$ cat config.mk
export PLATFORM = sky130hd
export DESIGN_NAME = pipe_ctrl
export DESIGN_NICKNAME = d
export VERILOG_FILES = /design/src/rtl/pipe_ctrl.sv
export SDC_FILE = /design/constraint.sdc
export NUM_CORES = 1
export LEC_CHECK = 0
export BUFFER_PORTS_ARGS = -buffer_cell sky130_fd_sc_hd__buf_2
export CORE_MARGIN = 10
export CORE_UTILIZATION = 30
export DETAILED_ROUTE_END_ITERATION = 10
export PLACE_DENSITY = 0.82
export SYNTH_ARGS = -nofsm -noshare
export SYNTH_HDL_FRONTEND = slang
export SYNTH_SLANG_ARGS = --single-unit
$ cat constraint.sdc
create_clock -name clk -period 1.3 [get_ports clk]
set_input_delay 0.065 -clock clk [delete_from_list [all_inputs] [get_ports clk]]
set_output_delay 0.065 -clock clk [all_outputs]
set_load 0.005 [all_outputs]
$ cat src/rtl/pipe_ctrl.sv
// pipe_ctrl: stall/flush sequencer for the 5-stage RV32I pipeline.
// Arbitrates EX redirects, multi-cycle EX ops and load-use hazards.
//
// Ports:
//   clk, rst_n                  clock, async active-low reset
//   id_rs1_addr/used,
//   id_rs2_addr/used            ID source operands
//   ex_is_load, ex_reg_wen,
//   ex_rd_addr                  EX destination info
//   ex_redirect, ex_target_pc   EX branch taken / jump and its target
//   ex_mc_start, mc_done        multi-cycle op start / result pulse
//   pc_en, if_id_en, id_ex_en   stage enables
//   if_id_flush, id_ex_flush,
//   ex_mem_bubble               stage NOP injection
//   redirect_valid, redirect_pc PC mux redirect
//   mc_req                      registered start pulse to the MC unit
//   mc_err                      sticky MC timeout flag
//   stall_cycles, flush_count   perf counters
//
// Optional: define PIPE_CTRL_PERF_EN to build the perf counters;
// otherwise both counter ports are tied to zero.
module pipe_ctrl #(
   parameter int CPU_WIDTH      = 32,
   parameter int REG_ADDR_WIDTH = 5,
   parameter int MC_TIMEOUT     = 64,
   parameter int CNT_WIDTH      = 32
) (
   input  logic                      clk,
   input  logic                      rst_n,
   input  logic [REG_ADDR_WIDTH-1:0] id_rs1_addr,
   input  logic                      id_rs1_used,
   input  logic [REG_ADDR_WIDTH-1:0] id_rs2_addr,
   input  logic                      id_rs2_used,
   input  logic                      ex_is_load,
   input  logic                      ex_reg_wen,
   input  logic [REG_ADDR_WIDTH-1:0] ex_rd_addr,
   input  logic                      ex_redirect,
   input  logic [CPU_WIDTH-1:0]      ex_target_pc,
   input  logic                      ex_mc_start,
   input  logic                      mc_done,
   output logic                      pc_en,
   output logic                      if_id_en,
   output logic                      id_ex_en,
   output logic                      if_id_flush,
   output logic                      id_ex_flush,
   output logic                      ex_mem_bubble,
   output logic                      redirect_valid,
   output logic [CPU_WIDTH-1:0]      redirect_pc,
   output logic                      mc_req,
   output logic                      mc_err,
   output logic [CNT_WIDTH-1:0]      stall_cycles,
   output logic [CNT_WIDTH-1:0]      flush_count
);

   localparam int TW = (MC_TIMEOUT > 2) ? $clog2(MC_TIMEOUT) : 1;
   localparam logic [TW-1:0] TMO_LAST = TW'(MC_TIMEOUT - 1);

   typedef enum logic {
      RUN,
      MC_WAIT
   } state_t;

   state_t          state_q, state_d;
   logic            mc_req_d;
   logic            mc_err_d;
   logic [TW-1:0]   tmo_q, tmo_d;

   logic load_use;
   logic rs1_hit;
   logic rs2_hit;
   logic done_ok;
   logic tmo_hit;

   assign rs1_hit = id_rs1_used & (id_rs1_addr == ex_rd_addr);
   assign rs2_hit = id_rs2_used & (id_rs2_addr == ex_rd_addr);
   assign load_use = ex_is_load & ex_reg_wen
                   & (ex_rd_addr != '0)
                   & (rs1_hit | rs2_hit);

   // A done pulse coinciding with the request is stale; ignore it.
   assign done_ok = mc_done & ~mc_req;
   assign tmo_hit = (tmo_q == TMO_LAST);

   always_comb begin
      state_d        = state_q;
      mc_req_d       = 1'b0;
      mc_err_d       = mc_err;
      tmo_d          = tmo_q;
      pc_en          = 1'b1;
      if_id_en       = 1'b1;
      id_ex_en       = 1'b1;
      if_id_flush    = 1'b0;
      id_ex_flush    = 1'b0;
      ex_mem_bubble  = 1'b0;
      redirect_valid = 1'b0;
      redirect_pc    = '0;
      unique case (state_q)
         RUN: begin
            if (ex_redirect) begin
               redirect_valid = 1'b1;
               redirect_pc    = ex_target_pc;
               if_id_flush    = 1'b1;
               id_ex_flush    = 1'b1;
            end else if (ex_mc_start) begin
               pc_en         = 1'b0;
               if_id_en      = 1'b0;
               id_ex_en      = 1'b0;
               ex_mem_bubble = 1'b1;
               state_d       = MC_WAIT;
               mc_req_d      = 1'b1;
               tmo_d         = '0;
            end else if (load_use) begin
               pc_en       = 1'b0;
               if_id_en    = 1'b0;
               id_ex_flush = 1'b1;
            end
         end
         MC_WAIT: begin
            if (done_ok | tmo_hit) begin
               // Release cycle: enables stay high so EX result lands.
               state_d = RUN;
               if (tmo_hit & ~done_ok) mc_err_d = 1'b1;
            end else begin
               pc_en         = 1'b0;
               if_id_en      = 1'b0;
               id_ex_en      = 1'b0;
               ex_mem_bubble = 1'b1;
               tmo_d         = tmo_q + 1'b1;
            end
         end
         default: state_d = RUN;
      endcase
   end

   always_ff @(posedge clk or negedge rst_n) begin
      if (!rst_n) begin
         state_q <= RUN;
         mc_req  <= 1'b0;
         mc_err  <= 1'b0;
         tmo_q   <= '0;
      end else begin
         state_q <= state_d;
         mc_req  <= mc_req_d;
         mc_err  <= mc_err_d;
         tmo_q   <= tmo_d;
      end
   end

`ifdef PIPE_CTRL_PERF_EN
   logic [CNT_WIDTH-1:0] stall_q;
   logic [CNT_WIDTH-1:0] flush_q;

   always_ff @(posedge clk or negedge rst_n) begin
      if (!rst_n) begin
         stall_q <= '0;
         flush_q <= '0;
      end else begin
         if (!pc_en && (stall_q != '1))
            stall_q <= stall_q + 1'b1;
         if (redirect_valid && (flush_q != '1))
            flush_q <= flush_q + 1'b1;
      end
   end

   assign stall_cycles = stall_q;
   assign flush_count  = flush_q;
`else
   assign stall_cycles = '0;
   assign flush_count  = '0;
`endif

endmodule
Word level (Yosys, flattened, before mapping)
Index checks and enable logic that the tools add are counted.
{"block": "op_classes", "eq_ne": 6, "addsub": 1, "muxes": 25, "n_reduce_logical": 3, "n_bitwise": 12}
{"cell": "32-bit two-way mux", "n": 2}
{"cell": "6-bit two-way mux", "n": 3}
{"cell": "1-bit two-way mux", "n": 16}
{"cell": "6-bit case mux with 2 select lines", "n": 1}
{"cell": "5-bit == test", "n": 2}
{"cell": "1-bit bitwise AND", "n": 7}
{"cell": "6-bit by 1-bit adder with 6-bit output (second input constant)", "n": 1}
{"cell": "6-bit == test (second input constant)", "n": 1}
{"cell": "2-bit inequality test (second input constant)", "n": 3}
{"cell": "1-bit case mux with 2 select lines", "n": 3}
{"cell": "3-bit AND reduction", "n": 2}
{"cell": "5-bit nonzero test", "n": 1}
{"cell": "1-bit NOT", "n": 3}
{"cell": "1-bit bitwise OR", "n": 2}
{"block": "totals", "output_inout_bits": 105, "in_bits": 56, "elab_cells": 51, "register_bits": 9}

Longest topological paths before layout
Gate-level depths: netlist of run 1.
{"block": "depth", "ltp_word": 8, "ltp_mapped": 8, "depth_no_buf": 6}

Worst setup path before layout of run 1
OpenSTA, ideal clock, no wires.
{"block": "synth_path", "path_kind": "register to output", "start": "reg tmo_q[0]", "end": "out pc_en", "path_buffers": 1, "setup_slack_ns": -0.255, "required_time_ns": 1.235, "arrival_ns": 1.490, "path_stages_with_launch": 8, "path_cell_list": "dfrtp_1 > ha_1 > nand3_1 > o211a_1 > nor2_2 > inv_1 > a21oi_1 > buf_4"}
{"block": "synth_via", "elab_chain_len": 4}
{"element": "start, declared", "line_no": "66", "rtl": "logic [TW-1:0] tmo_q, tmo_d;"}
{"element": "start signal, assigned", "line_no": "145", "rtl": "tmo_q <= tmo_d;"}
{"element": "6-bit == test", "line_no": "82", "rtl": "assign tmo_hit = (tmo_q == TMO_LAST);"}
{"element": "1-bit bitwise OR", "line_no": "119", "rtl": "if (done_ok | tmo_hit) begin"}
{"element": "1-bit two-way mux"}
{"element": "1-bit case mux with 2 select lines"}
{"element": "end, declared", "line_no": "41", "rtl": "output logic pc_en,"}
No other way between the ends.

Final worst setup path of run 1
{"block": "layout_path", "start": "reg tmo_q[1]", "end": "out if_id_en"}
{"block": "layout_via", "elab_chain_len": 4}
{"element": "6-bit == test", "line_no": "82"}
{"element": "1-bit bitwise OR", "line_no": "119"}
{"element": "1-bit two-way mux", "line_no": "119"}
{"element": "1-bit case mux with 2 select lines", "line_no": "97", "rtl": "unique case (state_q)"}
{"element": "end, declared", "line_no": "42", "rtl": "output logic if_id_en,"}
No other way between the ends.

==> flow_summary_export.csv, run 1 <==
group,metric,value,unit
synth,syn_area_per_cell,7.886,um2
layout,final_cells,343,
layout,seqCellArea,226.5,um2
global_routing,gr-total-overflow,0,
power,cellPowerDensity,734.5,nW/um2
routing,wl_per_cell,17.01,um
global_routing,grt_pass1_vias,1641,
power,total_power,1720,uW
critical_path,r2r-start,"tmo_q[1]$_DFFE_PN0P_",
power,irDropWorstVdd,0.3869,mV
synth,yosysWarnings,0,
layout,fin_util,57.32,%
critical_path,max_stage_delay,400,ps
die,coreArea,4086,um2
clocking,cts_inserted_buffers,3,
critical_path,rrSetupSlack,-160,ps
synth,synth_area,1301,um2
timing,hold_violations,0,
timing,fin_ws,-286.7,ps
run,cap_violations,0,
clocking,clockRootBuffer,"clkbuf_8",
critical_path,rr_worst_depth,7,
global_routing,antenna_found_initial,0,
synth,synth_cell_types,31,
critical_path,timing.rr.end,"tmo_q[5]$_DFFE_PN0P_",
placed_design,place_congestion,0.8316,
clocking,cts_max_level,1,
synth,synthFlopType,"dfrtp_1",
layout,syn2layout_area_growth,80.00,%
timing,tns,-4718,ps
placed_design,io_buffers,96,
timing,max_freq,630.2,MHz
layout,antenna_cells,0,
critical_path,path_delay_family,"flip-flops",
synth,ys_async_sr_fraction,100.0,%
layout,final_cell_mix,"64 x conb_1, 62 x buf_2, 40 x buf_6, 31 x and2_4, 23 x buf_4",
layout,final_common_cell,"conb_1",
timing,slew_viol_final,0,
layout,multi_input_area,950.9,um2
placed_design,dp_hpwl,4307,um
routing,route.detailed.drc,0,
timing,skew,1.862,ps
critical_path,crit_path_cell_trace,"ha_4, nand3_4, o211a_1, nor2_2, inv_2, a21oi_2, buf_2",
routing,drt_first_pass_iters,4,
die,die_area,7372,um2
routing,vias,1402,
status,status,"finished, violations left",
global_routing,grt_pass1_wl,8031,um
synth,synth_edf_count,0,
die,ios,161,
critical_path,worst-setup-path-type,"flop to primary output",
global_routing,grt_usage,13.25,%
critical_path,cp.arrival,1520,ps
placed_design,dp.cells,316,
status,violations,"negative setup slack",
global_routing,grt_max_degree,18,
critical_path,startpoint_type,"flop",
critical_path,path_buf_inv,2,
layout,drive_gt1_share,61.77,%
clocking,insertion_delay,240,ps
die,num_rows,23,
routing,drtIter0Drc,32,
timing,timing.final.crit_share,122.1,%
critical_path,crit_path_top_delay_cell,"dfrtp_1",
worst_hold_path,hold_class,"primary input to asynchronous set/reset pin",
clocking,cts_num_sinks,9,
timing,post-route-min-period,1587,ps
routing,routed_wirelength,5835,um
timing,rsz0062_at_grt,"yes",
routing,viasPerCell,4.087,
critical_path,cp_data_required_time,1240,ps
die,die_height,85.86,um
layout,nets,351,
critical_path,crit_fanout,3,
clocking,cts_tree,"yes",
critical_path,end_kind,"primary output",
die,initial_core_util,31.84,%
layout,fillCellCount,360,
clocking,clk_path_buf_depth,2,
synth,syn_inst,165,
synth,yosysSeqAreaShare,17.31,%
die,fp.dieW,85.86,um
synth,ys_ff_latch,9,
clocking,clk_pin_slew_worst_paths,50,ps
power,p_leak,0.001286,uW
timing,setup_viol,43,
routing,ant_nets,0,
placed_design,post-place-ws,-89.57,ps
==> cell type report <==
| cell class | instances | area share, % |
|---|---|---|
| clock buffer | 3 | 1.763 |
| inverter | 2 | 0.3205 |
| multi-input combinational | 147 | 40.60 |
| timing repair buffer | 131 | 44.77 |
| sequential | 9 | 9.669 |
| tap | 50 | 2.671 |
| clock inverter | 1 | 0.2137 |
==> flip-flops by register name, summed over array words and instances, names as in the netlist <==
register,cells
mc_err,1
mc_req,1
state_q,1
tmo_q,6
==> logic make-up (layout without fill, tap and decap cells) <==
| logic type | count (synthesis) | count (layout) | share of synthesized area [%] |
|---|---|---|---|
| other | 1 | 64 | 0.2882 |
| adder cells (fa/ha/maj) | 1 | 1 | 0.9614 |
| AND/OR/NAND/NOR | 57 | 57 | 25.19 |
| buffers and inverters | 72 | 137 | 40.48 |
| flip-flops | 9 | 9 | 17.31 |
| XOR/XNOR | 13 | 13 | 8.750 |
| AO/OA/AOI/OAI | 12 | 12 | 7.019 |
==> cell usage after synthesis (all sizes together), types with 2 or more instances <==
cell type | number | area [um2]
buf | 68 | 511.7
and2 | 32 | 200.2
xnor2 | 10 | 87.58
dfrtp | 9 | 225.2
nor2 | 7 | 31.28
nand2 | 6 | 22.52
nand4 | 3 | 18.77
xor2 | 3 | 26.28
and3 | 2 | 12.51
clkbuf | 2 | 7.510
inv | 2 | 7.510
nand3 | 2 | 10.01
nor4 | 2 | 12.51
o2111ai | 2 | 17.52
o211ai | 2 | 15.01
==> worst reg2reg max path: cells and delay by family, from the launching register on <==
| kind | cells | cell delay (ps) |
|---|---|---|
| compound gates | 3 | 430 |
| flops | 1 | 400 |
| buf+inv | 3 | 310 |
| simple gates | 1 | 190 |
==> per-layer routing <==
layer	wire, um	vias up	share of wire, %	track usage (%)
li1	-	657	-	-
met2	3252	83	56	25.63
met1	1984	660	34	12.37
met5	0	-	0	0
met4	13	0	0.22	1.347
met3	584	2	10	6.812
==> worst max path at each step <==
| stage | startpoint | endpoint | slack [ps] | cells past startpoint |
|---|---|---|---|---|
| floorplan | tmo_q[0]$_DFFE_PN0P_ | pc_en | -110 | 7 |
| global placement | tmo_q[1]$_DFFE_PN0P_ | pc_en | -30 | 7 |
| detailed placement | tmo_q[1]$_DFFE_PN0P_ | if_id_en | -90 | 7 |
| CTS | tmo_q[0]$_DFFE_PN0P_ | if_id_en | -330 | 7 |
| global route | tmo_q[1]$_DFFE_PN0P_ | pc_en | -370 | 7 |
| finish | tmo_q[1]$_DFFE_PN0P_ | if_id_en | -290 | 7 |
==> stage by stage <==
stage,hold WS (ps),area (um2)
finish,216.6,2342
global route,241.2,2342
CTS,214.2,2148
detailed placement,-68.41,1675
global placement,-75.07,1675
floorplan,-230.6,1549
==> where the power goes <==
part | internal (uW) | switching [uW]
Sequential | 319 | 47.8
Combinational | 618 | 401
Clock | 210 | 125
==> repair_timing <==
| item | CTS | global route |
|---|---|---|
| pin swaps | 27 | 29 |
| gates resized for setup | 43 | 51 |
| hold buffers | 1 | 0 |
| buffers inserted | 15 | 10 |
| endpoints found under the setup margin | 43 | 47 |
| endpoints found under the hold margin | 9 | 0 |
| gates cloned | 4 | 2 |
(Power assumes the default switching activity.)
==> run 2: changes to the inputs <==
--- a/config.mk
+++ b/config.mk
@@ -7,9 +7,11 @@
 export LEC_CHECK = 0
 export BUFFER_PORTS_ARGS = -buffer_cell sky130_fd_sc_hd__buf_2
 export CORE_MARGIN = 10
-export CORE_UTILIZATION = 30
+export CORE_UTILIZATION = 35
 export DETAILED_ROUTE_END_ITERATION = 10
-export PLACE_DENSITY = 0.82
+export MAX_ROUTING_LAYER = met4
+export PLACE_DENSITY = 0.9
+export SETUP_SLACK_MARGIN = 0.5
 export SYNTH_ARGS = -nofsm -noshare
 export SYNTH_HDL_FRONTEND = slang
 export SYNTH_SLANG_ARGS = --single-unit
==> constraint.sdc (replaced) <==
create_clock -name clk -period 2.05 [get_ports clk]
set_input_delay 0.1025 -clock clk [delete_from_list [all_inputs] [get_ports clk]]
set_output_delay 0.1025 -clock clk [all_outputs]
set_load 0.005 [all_outputs]
==> flow_summary_export.csv, run 2 (synthesis gave the netlist of run 1 again) <==
group,metric,value,unit
critical_path,max_stage_delay,400,ps
placed_design,dp_hpwl,3845,um
clocking,clockRootBuffer,"clkbuf_8",
die,die_height,80.98,um
routing,drt_first_pass_iters,3,
critical_path,cp_data_required_time,1950,ps
clocking,clk_pin_slew_worst_paths,50,ps
routing,wl_per_cell,14.02,um
routing,vias,1236,
routing,ant_nets,0,
timing,post-route-min-period,1656,ps
critical_path,rrSetupSlack,440,ps
power,p_leak,0.001047,uW
clocking,cts_inserted_buffers,3,
global_routing,antenna_found_initial,0,
status,status,"finished clean",
layout,syn2layout_area_growth,33.37,%
timing,setup_viol,0,
power,cellPowerDensity,478.6,nW/um2
die,coreArea,3633,um2
critical_path,crit_fanout,3,
global_routing,grt_use_met2,21.82,%
critical_path,startpoint_type,"flop",
layout,fillCellCount,382,
timing,slew_viol_final,0,
critical_path,crit_path_top_delay_cell,"dfrtp_1",
timing,timing.final.crit_share,80.77,%
routing,route.detailed.drc,0,
placed_design,place_congestion,0.8747,
placed_design,dp.cells,303,
clocking,clk_path_buf_depth,2,
clocking,insertion_delay,230,ps
critical_path,crit_path_cell_trace,"ha_4, nand3_4, o211a_1, nor2_2, inv_2, a21oi_2, buf_2",
placed_design,io_buffers,96,
die,initial_core_util,35.81,%
global_routing,grt_max_degree,36,
global_routing,use_met3,6.843,%
layout,fin_util,47.76,%
global_routing,grt_usage,12.63,%
layout,final_cells,317,
routing,routed_wirelength,4443,um
timing,rsz0062_at_grt,"yes",
die,num_rows,22,
timing,hold_violations,0,
global_routing,grt-busiest-layer,"met2",
global_routing,grt_pass1_wl,6520,um
global_routing,use_met1,11.95,%
run,cap_violations,0,
die,ios,161,
routing,drtIter0Drc,40,
global_routing,gr-total-overflow,0,
power,irDropWorstVdd,0.1769,mV
die,fp.dieW,80.98,um
layout,drive_gt1_share,43.49,%
worst_hold_path,hold_class,"primary input to asynchronous set/reset pin",
critical_path,end_kind,"primary output",
layout,largest_reg_flops,6,
clocking,cts_tree,"yes",
layout,final_cell_mix,"94 x buf_2, 64 x conb_1, 32 x and2_1, 10 x xnor2_1, 9 x buf_4",
timing,whs,251.5,ps
layout,top_register,"tmo_q",
timing,max_freq,603.9,MHz
die,die_area,6557,um2
routing,viasPerCell,3.899,
critical_path,worst-setup-path-type,"flop to primary output",
timing,tns,0,ps
clocking,cts_num_sinks,9,
critical_path,cp.arrival,1550,ps
clocking,cts_max_level,1,
timing,skew,2.822,ps
global_routing,grt_pass1_vias,1389,
layout,final_common_cell,"buf_2",
layout,nets,327,
layout,antenna_cells,0,
## run 2: changes by cell type in the layout (fill, tap and decap cells not counted), sizes merged
cell,change
clkbuf,-1
buf,-22
clkinv,-1
## run 2: layout make-up
| type | instances | area [um2] | share of cell area, % |
|---|---|---|---|
| well taps | 48 | 60.06 | 3.461 |
| clock buffers | 4 | 45.04 | 2.596 |
| flip-flops and latches | 9 | 226.5 | 13.05 |
| repair buffers | 107 | 581.8 | 33.53 |
| multi-input cells | 147 | 814.5 | 46.94 |
| inverters | 2 | 7.507 | 0.4326 |
## run 2: per-stage QoR
step	worst slack (ps)	power (uW)	cell area, um2
global placement	526.8	523.2	1570
detailed placement	415.7	535.2	1570
CTS	419.8	808.7	1704
finish	394.2	830.5	1735
global route	301.8	904.6	1735
floorplan	512.4	481.3	1541
## run 2: worst paths after layout
path                                 startpoint                    to  cells past startpoint
max                        tmo_q[0]$_DFFE_PN0P_              if_id_en                      7
max in group asynchronous                 rst_n     state_q$_DFF_PN0_                      2
min                                       rst_n  tmo_q[5]$_DFFE_PN0P_                      2
min reg2reg                  mc_err$_DFFE_PN0P_    mc_err$_DFFE_PN0P_                      1
min in group clk                    ex_mc_start  tmo_q[5]$_DFFE_PN0P_                      4
max reg2reg                   state_q$_DFF_PN0_  tmo_q[1]$_DFFE_PN0P_                      8
## run 2: worst max-delay path, delay by kind of cell, from the launching register on
kind	cells	cell delay, ps
buf+inv	2	200
fa+ha+maj	1	180
compound gates	2	350
flops	1	400
simple gates	2	190
## run 2: power by group
part,internal [uW],switching [uW],leakage [uW]
clock,136,71.3,0.0000228
sequential,203,34.2,0.000120
combinational,206,181,0.000904
## run 2: what timing repair did
item,4_1_cts,5_1_grt
endpoints found under the hold margin,9,0
hold buffers,1,0
pin swaps,3,0
setup endpoints to repair,4,38
gates resized for setup,6,3
buffers inserted,7,2
## run 2: routing by layer
layer	routed length, um	up-vias
met5	0	-
met3	588	6
met2	2324	86
li1	-	607
met4	63	0
met1	1466	537
==> run 3: changes to the inputs <==
--- a/config.mk
+++ b/config.mk
@@ -7,10 +7,10 @@
 export LEC_CHECK = 0
 export BUFFER_PORTS_ARGS = -buffer_cell sky130_fd_sc_hd__buf_2
 export CORE_MARGIN = 10
-export CORE_UTILIZATION = 35
+export CORE_UTILIZATION = 33
 export DETAILED_ROUTE_END_ITERATION = 10
 export MAX_ROUTING_LAYER = met4
-export PLACE_DENSITY = 0.9
+export PLACE_DENSITY = 0.86
 export SETUP_SLACK_MARGIN = 0.5
 export SYNTH_ARGS = -nofsm -noshare
 export SYNTH_HDL_FRONTEND = slang
==> constraint.sdc (replaced) <==
create_clock -name clk -period 1.6 [get_ports clk]
set_input_delay 0.08 -clock clk [delete_from_list [all_inputs] [get_ports clk]]
set_output_delay 0.08 -clock clk [all_outputs]
set_load 0.005 [all_outputs]
==> flow_summary_export.csv, run 3 (synthesis gave the netlist of run 1 again) <==
group,metric,value,unit
routing,ant_nets,0,
run,cap_violations,0,
routing,drt_first_pass_iters,4,
clocking,cts_max_level,1,
layout,drive_gt1_share,60.00,%
timing,slew_viol_final,0,
global_routing,grt_usage,14.04,%
power,clockPowerShare,20.4,%
layout,syn2layout_area_growth,71.83,%
status,status,"finished, violations left",
power,seq_power_share,22.8,%
timing,hold_violations,0,
clocking,insertion_delay,240,ps
die,coreArea,3744,um2
placed_design,place_congestion,0.7985,
layout,fin_util,59.73,%
timing,tns,-320.6,ps
die,ios,161,
routing,vias,1356,
routing,viasPerCell,4.134,
power,irDropWorstVdd,0.2653,mV
placed_design,place_area,1585,um2
global_routing,antenna_found_initial,0,
critical_path,worst-setup-path-type,"flop to primary output",
clocking,clk_path_buf_depth,2,
power,p_leak,0.001221,uW
routing,route.detailed.drc,0,
layout,multi_input_area,957.2,um2
clocking,cts_tree,"yes",
layout,fillCellCount,343,
layout,nets,338,
timing,post-route-min-period,1694,ps
worst_hold_path,hold_class,"primary input to asynchronous set/reset pin",
routing,wl_per_cell,17.21,um
global_routing,grt_max_degree,17,
critical_path,crit_path_top_delay_cell,"dfrtp_1",
critical_path,cp.arrival,1610,ps
power,cellPowerDensity,605.1,nW/um2
critical_path,cp_data_required_time,1520,ps
layout,final_cell_mix,"64 x conb_1, 60 x buf_2, 43 x buf_6, 32 x and2_4",
critical_path,crit_fanout,2,
timing,setup_viol,4,
power,combPwrFrac,56.8,%
layout,design_area,2236,um2
placed_design,io_buffers,96,
timing,max_freq,590.2,MHz
routing,routed_wirelength,5644,um
power,p_int,886.3,uW
clocking,clockRootBuffer,"clkbuf_8",
layout,seqCellArea,226.5,um2
timing,fin_ws,-94.39,ps
die,fp.dieW,82.80,um
layout,top_register,"tmo_q",
power,total_power,1353,uW
clocking,cts_inserted_buffers,3,
die,initial_core_util,34.76,%
timing,timing.final.crit_share,105.9,%
placed_design,dp.cells,304,
die,die_area,6855,um2
timing,skew,4.815,ps
status,violations,"negative setup slack",
placed_design,dp_hpwl,3979,um
critical_path,crit_path_cell_trace,"ha_4, nand3_4, o211a_1, nor2_2, inv_2, a21oi_4, buf_2",
power,switching_share,34.49,%
critical_path,max_stage_delay,400,ps
critical_path,end_kind,"primary output",
layout,final_cells,328,
global_routing,gr-total-overflow,0,
clocking,cts_num_sinks,9,
global_routing,grt_pass1_vias,1474,
layout,largest_reg_flops,6,
critical_path,startpoint_type,"flop",
clocking,clk_pin_slew_worst_paths,50,ps
die,num_rows,22,
timing,rsz0062_at_grt,"yes",
power,switchingPower,466.6,uW
routing,drtIter0Drc,80,
global_routing,grt_pass1_wl,7279,um
layout,antenna_cells,0,
die,die_height,82.80,um
layout,final_common_cell,"conb_1",
==> run 3: repair_timing <==
action	4_1_cts	5_1_grt
buffers inserted	13	4
pin swaps	9	8
hold buffers	1	0
gates cloned	2	0
hold endpoints to repair	9	0
resized for setup	60	39
endpoints found under the setup margin	47	47
==> run 3: area by class of cell <==
class | count | share of cell area [%]
Multi-Input combinational cell | 147 | 42.81
Timing Repair Buffer | 118 | 42.03
Sequential cell | 9 | 10.13
Tap cell | 48 | 2.686
Clock buffer | 4 | 2.015
Inverter | 2 | 0.3358
==> run 3: worst max-delay path: cells and delay by family, from the launching register on <==
| family | cells | cell delay, ps |
|---|---|---|
| AO/OA/AOI/OAI | 2 | 380 |
| adder cells (fa/ha/maj) | 1 | 170 |
| buffers and inverters | 2 | 210 |
| flip-flops | 1 | 400 |
| AND/OR/NAND/NOR | 2 | 200 |
==> run 3: path summary, 6_finish.rpt <==
check                                             to                  from  slack (ps)  depth (start not counted)
worst max-delay path                           pc_en  tmo_q[0]$_DFFE_PN0P_         -90                          7
worst min-delay path            tmo_q[0]$_DFFE_PN0P_                 rst_n         230                          2
worst max register to register  tmo_q[1]$_DFFE_PN0P_  tmo_q[0]$_DFFE_PN0P_         -70                          8
worst min register to register    mc_err$_DFFE_PN0P_    mc_err$_DFFE_PN0P_         460                          1
max in group asynchronous          state_q$_DFF_PN0_                 rst_n        1160                          2
min in group clk                tmo_q[5]$_DFFE_PN0P_           ex_mc_start         240                          4
==> run 3: power by group through the flow <==
stage | clock network (uW) | registers, uW | logic (uW)
global placement | 0 | 295 | 389
floorplan | 0 | 283 | 340
finish | 276 | 308 | 769
global route | 288 | 312 | 824
CTS | 276 | 301 | 635
detailed placement | 0 | 299 | 394
==> run 3: per-stage QoR <==
stage / worst slack (ps) / hold WS [ps]
CTS: -61.47 / 212.6
global placement: 170.4 / -62.24
finish: -94.39 / 230.9
floorplan: 173.4 / -215.6
detailed placement: 96.68 / -55.03
global route: -145.4 / 263.9
==> run 3: routing by layer <==
metal,up-vias,global-route usage [%],share of wire (%)
met1,627,13.86,33
met5,-,-,0
li1,629,-,-
met3,8,2.047,8.4
met2,92,26.47,57
met4,0,6.187,1.6
